### src/rtl/bcd_serial_adder_if.sv
// Operand/result bundle for the serial packed-BCD adder.
// Latency: none (wires only).
// Backpressure: none; start is a request strobe and busy tells the driver when it will be sampled.
//
// Ports (signals):
//   start      request to add a + b + cin, sampled by the adder only while idle
//   a, b       packed-BCD operands, digit i at [4i+3:4i]
//   cin        carry into digit 0
//   busy       adder is running or presenting its result
//   done       one-cycle pulse when sum/cout/err are final
//   sum        packed-BCD result
//   cout       decimal carry out of the most-significant digit
//   err        some latched operand digit was above 9
// Modports: master drives the request and reads the result, slave is the adder.
interface bcd_serial_adder_if #(
    parameter int DIGITS = 4
);
    logic                  start;
    logic [4*DIGITS-1:0]   a;
    logic [4*DIGITS-1:0]   b;
    logic                  cin;
    logic                  busy;
    logic                  done;
    logic [4*DIGITS-1:0]   sum;
    logic                  cout;
    logic                  err;

    modport master (
        output start, a, b, cin,
        input  busy, done, sum, cout, err
    );

    modport slave (
        input  start, a, b, cin,
        output busy, done, sum, cout, err
    );
endinterface

### src/rtl/bcd_serial_adder.sv
// Multi-digit packed-BCD adder, one digit per clock, least-significant digit first.
// Latency: DIGITS cycles from start acceptance to done; start-to-start spacing DIGITS+2 cycles.
// Backpressure: none; start is only sampled in IDLE and is dropped (not queued) while busy.
//
// Ports:
//   clk   sole clock, rising edge
//   rst   synchronous active-high reset
//   bus   slave side of bcd_serial_adder_if (start/a/b/cin in, busy/done/sum/cout/err out)
// The interface instance must be built with the same DIGITS value as this module.
module bcd_serial_adder #(
    parameter int DIGITS = 4
) (
    input  logic                 clk,
    input  logic                 rst,
    bcd_serial_adder_if.slave    bus
);

    localparam int W    = 4 * DIGITS;
    // Keep the index at least one bit wide so DIGITS=1 still elaborates.
    localparam int IDXW = (DIGITS > 1) ? $clog2(DIGITS) : 1;
    localparam logic [IDXW-1:0] LAST_IDX = IDXW'(DIGITS - 1);

    typedef enum logic [1:0] {
        IDLE = 2'd0,
        RUN  = 2'd1,
        DONE = 2'd2
    } state_t;

    state_t              state;
    logic [IDXW-1:0]     idx;
    logic [W-1:0]        op_a;
    logic [W-1:0]        op_b;
    logic                carry;

    logic                busy_q;
    logic                done_q;
    logic [W-1:0]        sum_q;
    logic                cout_q;
    logic                err_q;

    // Operand validity is judged on the values present at the accept edge.
    logic                in_err;

    always_comb begin
        in_err = 1'b0;
        for (int d = 0; d < DIGITS; d++) begin
            if ((bus.a[4*d +: 4] > 4'd9) || (bus.b[4*d +: 4] > 4'd9)) begin
                in_err = 1'b1;
            end
        end
    end

    // Single digit stage working on the current index.
    logic [IDXW+1:0]     dig_pos;
    logic [3:0]          a_dig;
    logic [3:0]          b_dig;
    logic [4:0]          dig_raw;
    logic [4:0]          dig_adj;
    logic                dig_cy;
    logic [3:0]          dig_out;
    logic                last;

    always_comb begin
        dig_pos = {idx, 2'b00};
        a_dig   = op_a[dig_pos +: 4];
        b_dig   = op_b[dig_pos +: 4];
        // 5 bits hold the worst case 15 + 15 + 1 = 31 from invalid digits.
        dig_raw = {1'b0, a_dig} + {1'b0, b_dig} + {4'b0000, carry};
        dig_adj = dig_raw + 5'd6;
        // Any overflow past 9 produces a single decimal carry, even for
        // invalid digits where dig_raw can reach 31; it never wraps to 0.
        dig_cy  = (dig_raw > 5'd9);
        dig_out = dig_cy ? dig_adj[3:0] : dig_raw[3:0];
        last    = (idx == LAST_IDX);
    end

    always_ff @(posedge clk) begin
        if (rst) begin
            state  <= IDLE;
            idx    <= '0;
            op_a   <= '0;
            op_b   <= '0;
            carry  <= 1'b0;
            busy_q <= 1'b0;
            done_q <= 1'b0;
            sum_q  <= '0;
            cout_q <= 1'b0;
            err_q  <= 1'b0;
        end else begin
            case (state)
                IDLE: begin
                    if (bus.start) begin
                        op_a   <= bus.a;
                        op_b   <= bus.b;
                        carry  <= bus.cin;
                        idx    <= '0;
                        err_q  <= in_err;
                        sum_q  <= '0;
                        cout_q <= 1'b0;
                        busy_q <= 1'b1;
                        state  <= RUN;
                    end
                end

                RUN: begin
                    sum_q[dig_pos +: 4] <= dig_out;
                    carry               <= dig_cy;
                    if (last) begin
                        cout_q <= dig_cy;
                        done_q <= 1'b1;
                        state  <= DONE;
                    end else begin
                        idx <= idx + 1'b1;
                    end
                end

                DONE: begin
                    // Result registers hold until the next accepted start.
                    done_q <= 1'b0;
                    busy_q <= 1'b0;
                    state  <= IDLE;
                end

                default: begin
                    done_q <= 1'b0;
                    busy_q <= 1'b0;
                    state  <= IDLE;
                end
            endcase
        end
    end

    assign bus.busy = busy_q;
    assign bus.done = done_q;
    assign bus.sum  = sum_q;
    assign bus.cout = cout_q;
    assign bus.err  = err_q;

endmodule
### src/flat_wrapper.sv
// flat-port wrapper written by rule: the top's interface ports become plain ports
module bcd_serial_adder_flat 
#(
    parameter int DIGITS = 4
)
  (clk, rst, bus_start, bus_a, bus_b, bus_cin, bus_busy, bus_done, bus_sum, bus_cout, bus_err);
  bcd_serial_adder_if #(.DIGITS(DIGITS)) bus_i ();
  input  logic clk;
  input  logic rst;
  input wire logic [$bits(bus_i.start)-1:0] bus_start;
  input wire logic [$bits(bus_i.a)-1:0] bus_a;
  input wire logic [$bits(bus_i.b)-1:0] bus_b;
  input wire logic [$bits(bus_i.cin)-1:0] bus_cin;
  output wire logic [$bits(bus_i.busy)-1:0] bus_busy;
  output wire logic [$bits(bus_i.done)-1:0] bus_done;
  output wire logic [$bits(bus_i.sum)-1:0] bus_sum;
  output wire logic [$bits(bus_i.cout)-1:0] bus_cout;
  output wire logic [$bits(bus_i.err)-1:0] bus_err;
  assign bus_i.start = bus_start;
  assign bus_i.a = bus_a;
  assign bus_i.b = bus_b;
  assign bus_i.cin = bus_cin;
  assign bus_busy = bus_i.busy;
  assign bus_done = bus_i.done;
  assign bus_sum = bus_i.sum;
  assign bus_cout = bus_i.cout;
  assign bus_err = bus_i.err;
  bcd_serial_adder #(.DIGITS(DIGITS)) u_core (.clk(clk), .rst(rst), .bus(bus_i));
endmodule
### config.mk
export PLATFORM = sky130hd
export DESIGN_NAME = bcd_serial_adder_flat
export DESIGN_NICKNAME = d
export VERILOG_FILES = /design/src/rtl/bcd_serial_adder_if.sv /design/src/rtl/bcd_serial_adder.sv /design/src/flat_wrapper.sv
export SDC_FILE = /design/constraint.sdc
export NUM_CORES = 1
export LEC_CHECK = 0
export ABC_AREA = 1
export CAP_MARGIN = 20
export CORE_MARGIN = 2
export CORE_UTILIZATION = 47
export DETAILED_ROUTE_END_ITERATION = 12
export PLACE_DENSITY_LB_ADDON = 0.12
export SETUP_SLACK_MARGIN = 0.1
export SLEW_MARGIN = 40
export SYNTH_ARGS = -nofsm -noshare
export SYNTH_HDL_FRONTEND = slang
export SYNTH_SLANG_ARGS = --single-unit
### constraint.sdc
create_clock -name clk -period 8.2 [get_ports clk]
set_clock_uncertainty 0.05 [all_clocks]
set_input_delay 1.64 -clock clk [delete_from_list [all_inputs] [get_ports clk]]
set_output_delay 1.64 -clock clk [all_outputs]
set_load 0.005 [all_outputs]
==> qor.csv <==
metric,value,unit
clockBufferDepth,2,
cts_tree,built,
syn_area,2710,um2
fin_area,3490,um2
synth_top_family_by_area,simple AND/OR/NAND/NOR gates,
core_area,5540,um2
cpPeakStageDelay,0.81,ns
clock.fmax,256,MHz
fin_crit,3.91,ns
synth_top_area_cell,dfxtp_1,
clk_latency,0.34,ns
synthDistinctLibCells,30,
slowest_stage,dfxtp_1,
syn_nets,426,
drc_errors,0,
outcome,"finished, final reports clean",
hold_violations,0,
hold_class,reg2reg,
cts_hold_buf,0,
synth-adder-area-share,5.17,%
start_util,48.9,%
drt-initial-drc-count,109,
numCtsBuffers,9,
finalSetupViolations,0,
tightestPinTransition,0.750,ns
diodes,0,
syn_to_final_growth,28.7,%
path_cells,"inv_1, o21ai_0, o22ai_1, fa_1, fa_1, inv_1, ha_1, inv_1, nor2_1, a21oi_2, nand2_2, nand2_4, nand2_2, nand4_2, nor2_1, nor2_1, nor2_1",
ant_nets,0,
crit_type,reg2reg,
layout-drive-gt1-share,8.99,%
grt_first_pass_wirelength,10900,um
io_pins,56,
port_buffers,55,
start_kind,flip-flop,
path_clk_slew,0.06,ns
avgSynthCellArea,7.13,um2
ys_warn_count,0,
drv_slew,0,
hpwl,4590,um
cts_htree_levels,3,
maxCapViolations,0,
die_y,79.9,um
ys.flop_type,dfxtp_1,
synth_edf_count,0,
p_leak,1.41,nW
tns,0,ns
nNetsFinal,476,
fin_crit_sh,47.7,%
critPathMaxFanout,24,
p_per_area,225,nW/um2
synth_compound_area_share,19.2,%
crit_required,8.37,ns
vdd_drop_max,0.116,mV
slew-limit-headroom,50.0,%
rrSetupSlack,4.29,ns
yosys-top-cells-area,"dfxtp_1 (42%), nor2_1 (14%), o21ai_0 (11%), nand2_1 (4.8%), a21oi_1 (4.4%)",
wl,6390,um
async_flop_share,0,%
synth_top_area_share,42.1,%
dieArea,6390,um2
chipWidth,79.9,um
dpl_cell_area,3280,um2
synth_seq_cells,57,
grt_pass1_vias,2509,
synth.area.mux_share,0,%
crit_path_frequent_cell,nor2_1,
clkSinkCount,57,
post_cts_buffers,0,
cts-root-buf,clkbuf_8,
synth_xor_area_share,0,%
grt_max_degree,38,
grt_use_total,22.1,%
synth_cells,380,
end_kind,flip-flop,
placementRows,27,
rsz0062_at_grt,false,
cp.arrival,4.08,ns
grt-ovfl-total,0,
synth-simple-area-share,26.8,%
cts_resized,0,
wl_per_cell,12.6,um
place_congestion,0.884,
viasPerCell,5.15,
yosysSeqAreaShare,42.1,%
vias,2604,
antenna_found_initial,0,
drtPass1Iterations,4,
-- final timing paths --
| check | from | to | cells after the start |
|---|---|---|---|
| setup / recovery | u_core.idx[0]$_SDFFE_PP0P_ | u_core.bus.sum[7]$_SDFFE_PP0P_ | 17 |
| hold / removal | u_core.bus.busy$_SDFFE_PP0P_ | u_core.bus.busy$_SDFFE_PP0P_ | 2 |
| setup reg to reg | u_core.idx[0]$_SDFFE_PP0P_ | u_core.bus.sum[7]$_SDFFE_PP0P_ | 17 |
| hold reg to reg | u_core.bus.busy$_SDFFE_PP0P_ | u_core.bus.busy$_SDFFE_PP0P_ | 2 |
-- layout by cell type (no fill, tap or decap), types with 2 or more instances in the layout --
| cell type | n |
|---|---|
| dfxtp_1 | 57 |
| nand4_1 | 6 |
| inv_1 | 23 |
| clkinv_2 | 2 |
| clkdlybuf4s50_1 | 54 |
| nor2_1 | 99 |
| o21ai_0 | 61 |
| o21ai_1 | 2 |
| nor3_1 | 2 |
| o22ai_1 | 6 |
| nand2_1 | 35 |
| ha_1 | 8 |
| fa_1 | 2 |
| a21oi_1 | 24 |
| nand2_2 | 10 |
| nand3_1 | 13 |
| clkbuf_8 | 13 |
| inv_2 | 5 |
-- power by group --
part | internal [mW] | switching [mW] | total, mW
clock | 0.171 | 0.108 | 0.280
sequential | 0.296 | 0.0135 | 0.310
combinational | 0.0767 | 0.118 | 0.195
-- cell type report --
class	count	area, um2
Fill cell	535	2050
Multi-Input combinational cell	278	1390
Sequential cell	57	1140
Timing Repair Buffer	55	546
Clock buffer	13	179
Inverter	29	110
Tap cell	72	90.1
Clock inverter	2	35.0
-- synthesized netlist by cell type, types with 2 or more instances --
library cell / count
o21ai_0: 61
o22ai_1: 6
ha_1: 8
buf_2: 3
o21ai_1: 2
nand2_1: 35
fa_1: 2
clkbuf_1: 11
inv_1: 24
a21oi_1: 24
nor3_1: 2
nand2_2: 10
nand4_1: 6
inv_2: 4
dfxtp_1: 57
nand3_1: 13
nor2_1: 99
-- stage by stage --
stage	power [mW]	utilization [%]	setup slack (ns)	hold slack [ns]	instances
floorplan	0.452	-	5.26	0.379	380
global placement	0.504	59.2	4.38	0.400	491
detailed placement	0.509	59.2	4.29	0.405	491
CTS	0.790	63.0	4.26	0.414	506
global route	0.830	62.9	3.84	0.432	506
finish	0.784	62.9	4.29	0.410	506
-- logic make-up (layout without fill, tap and decap cells) --
group                      Yosys count  in the layout
and+or+nand+nor                    170            170
DFF                                 57             57
buffers and inverters               45             99
AOI/OAI and AO/OA                   98             98
adders and majority gates           10             10
-- worst max-delay path: cells and delay by family, from the launching register on --
family	cells	cell delay [ns]
AOI/OAI and AO/OA	3	0.53
adders and majority gates	3	1.19
DFF	1	0.81
buffers and inverters	3	0.63
and+or+nand+nor	8	0.58
-- registers in the layout (all words and copies together) (netlist names) --
signal	count
u_core.idx	2
u_core.bus.cout	1
u_core.bus.busy	1
u_core.op_a	16
u_core.bus.err	1
u_core.carry	1
u_core.bus.done	1
u_core.state	2
u_core.bus.sum	16
u_core.op_b	16
-- layer usage --
| metal | up-vias | GRT usage (%) | routed length, um |
|---|---|---|---|
| met1 | 1167 | 25.6 | 2870 |
| li1 | 1344 | - | - |
| met5 | - | 0 | 0 |
| met4 | 0 | 13.7 | 197 |
| met2 | 73 | 37.3 | 3050 |
| met3 | 20 | 4.41 | 276 |
Power figures use the tool's default switching activity.
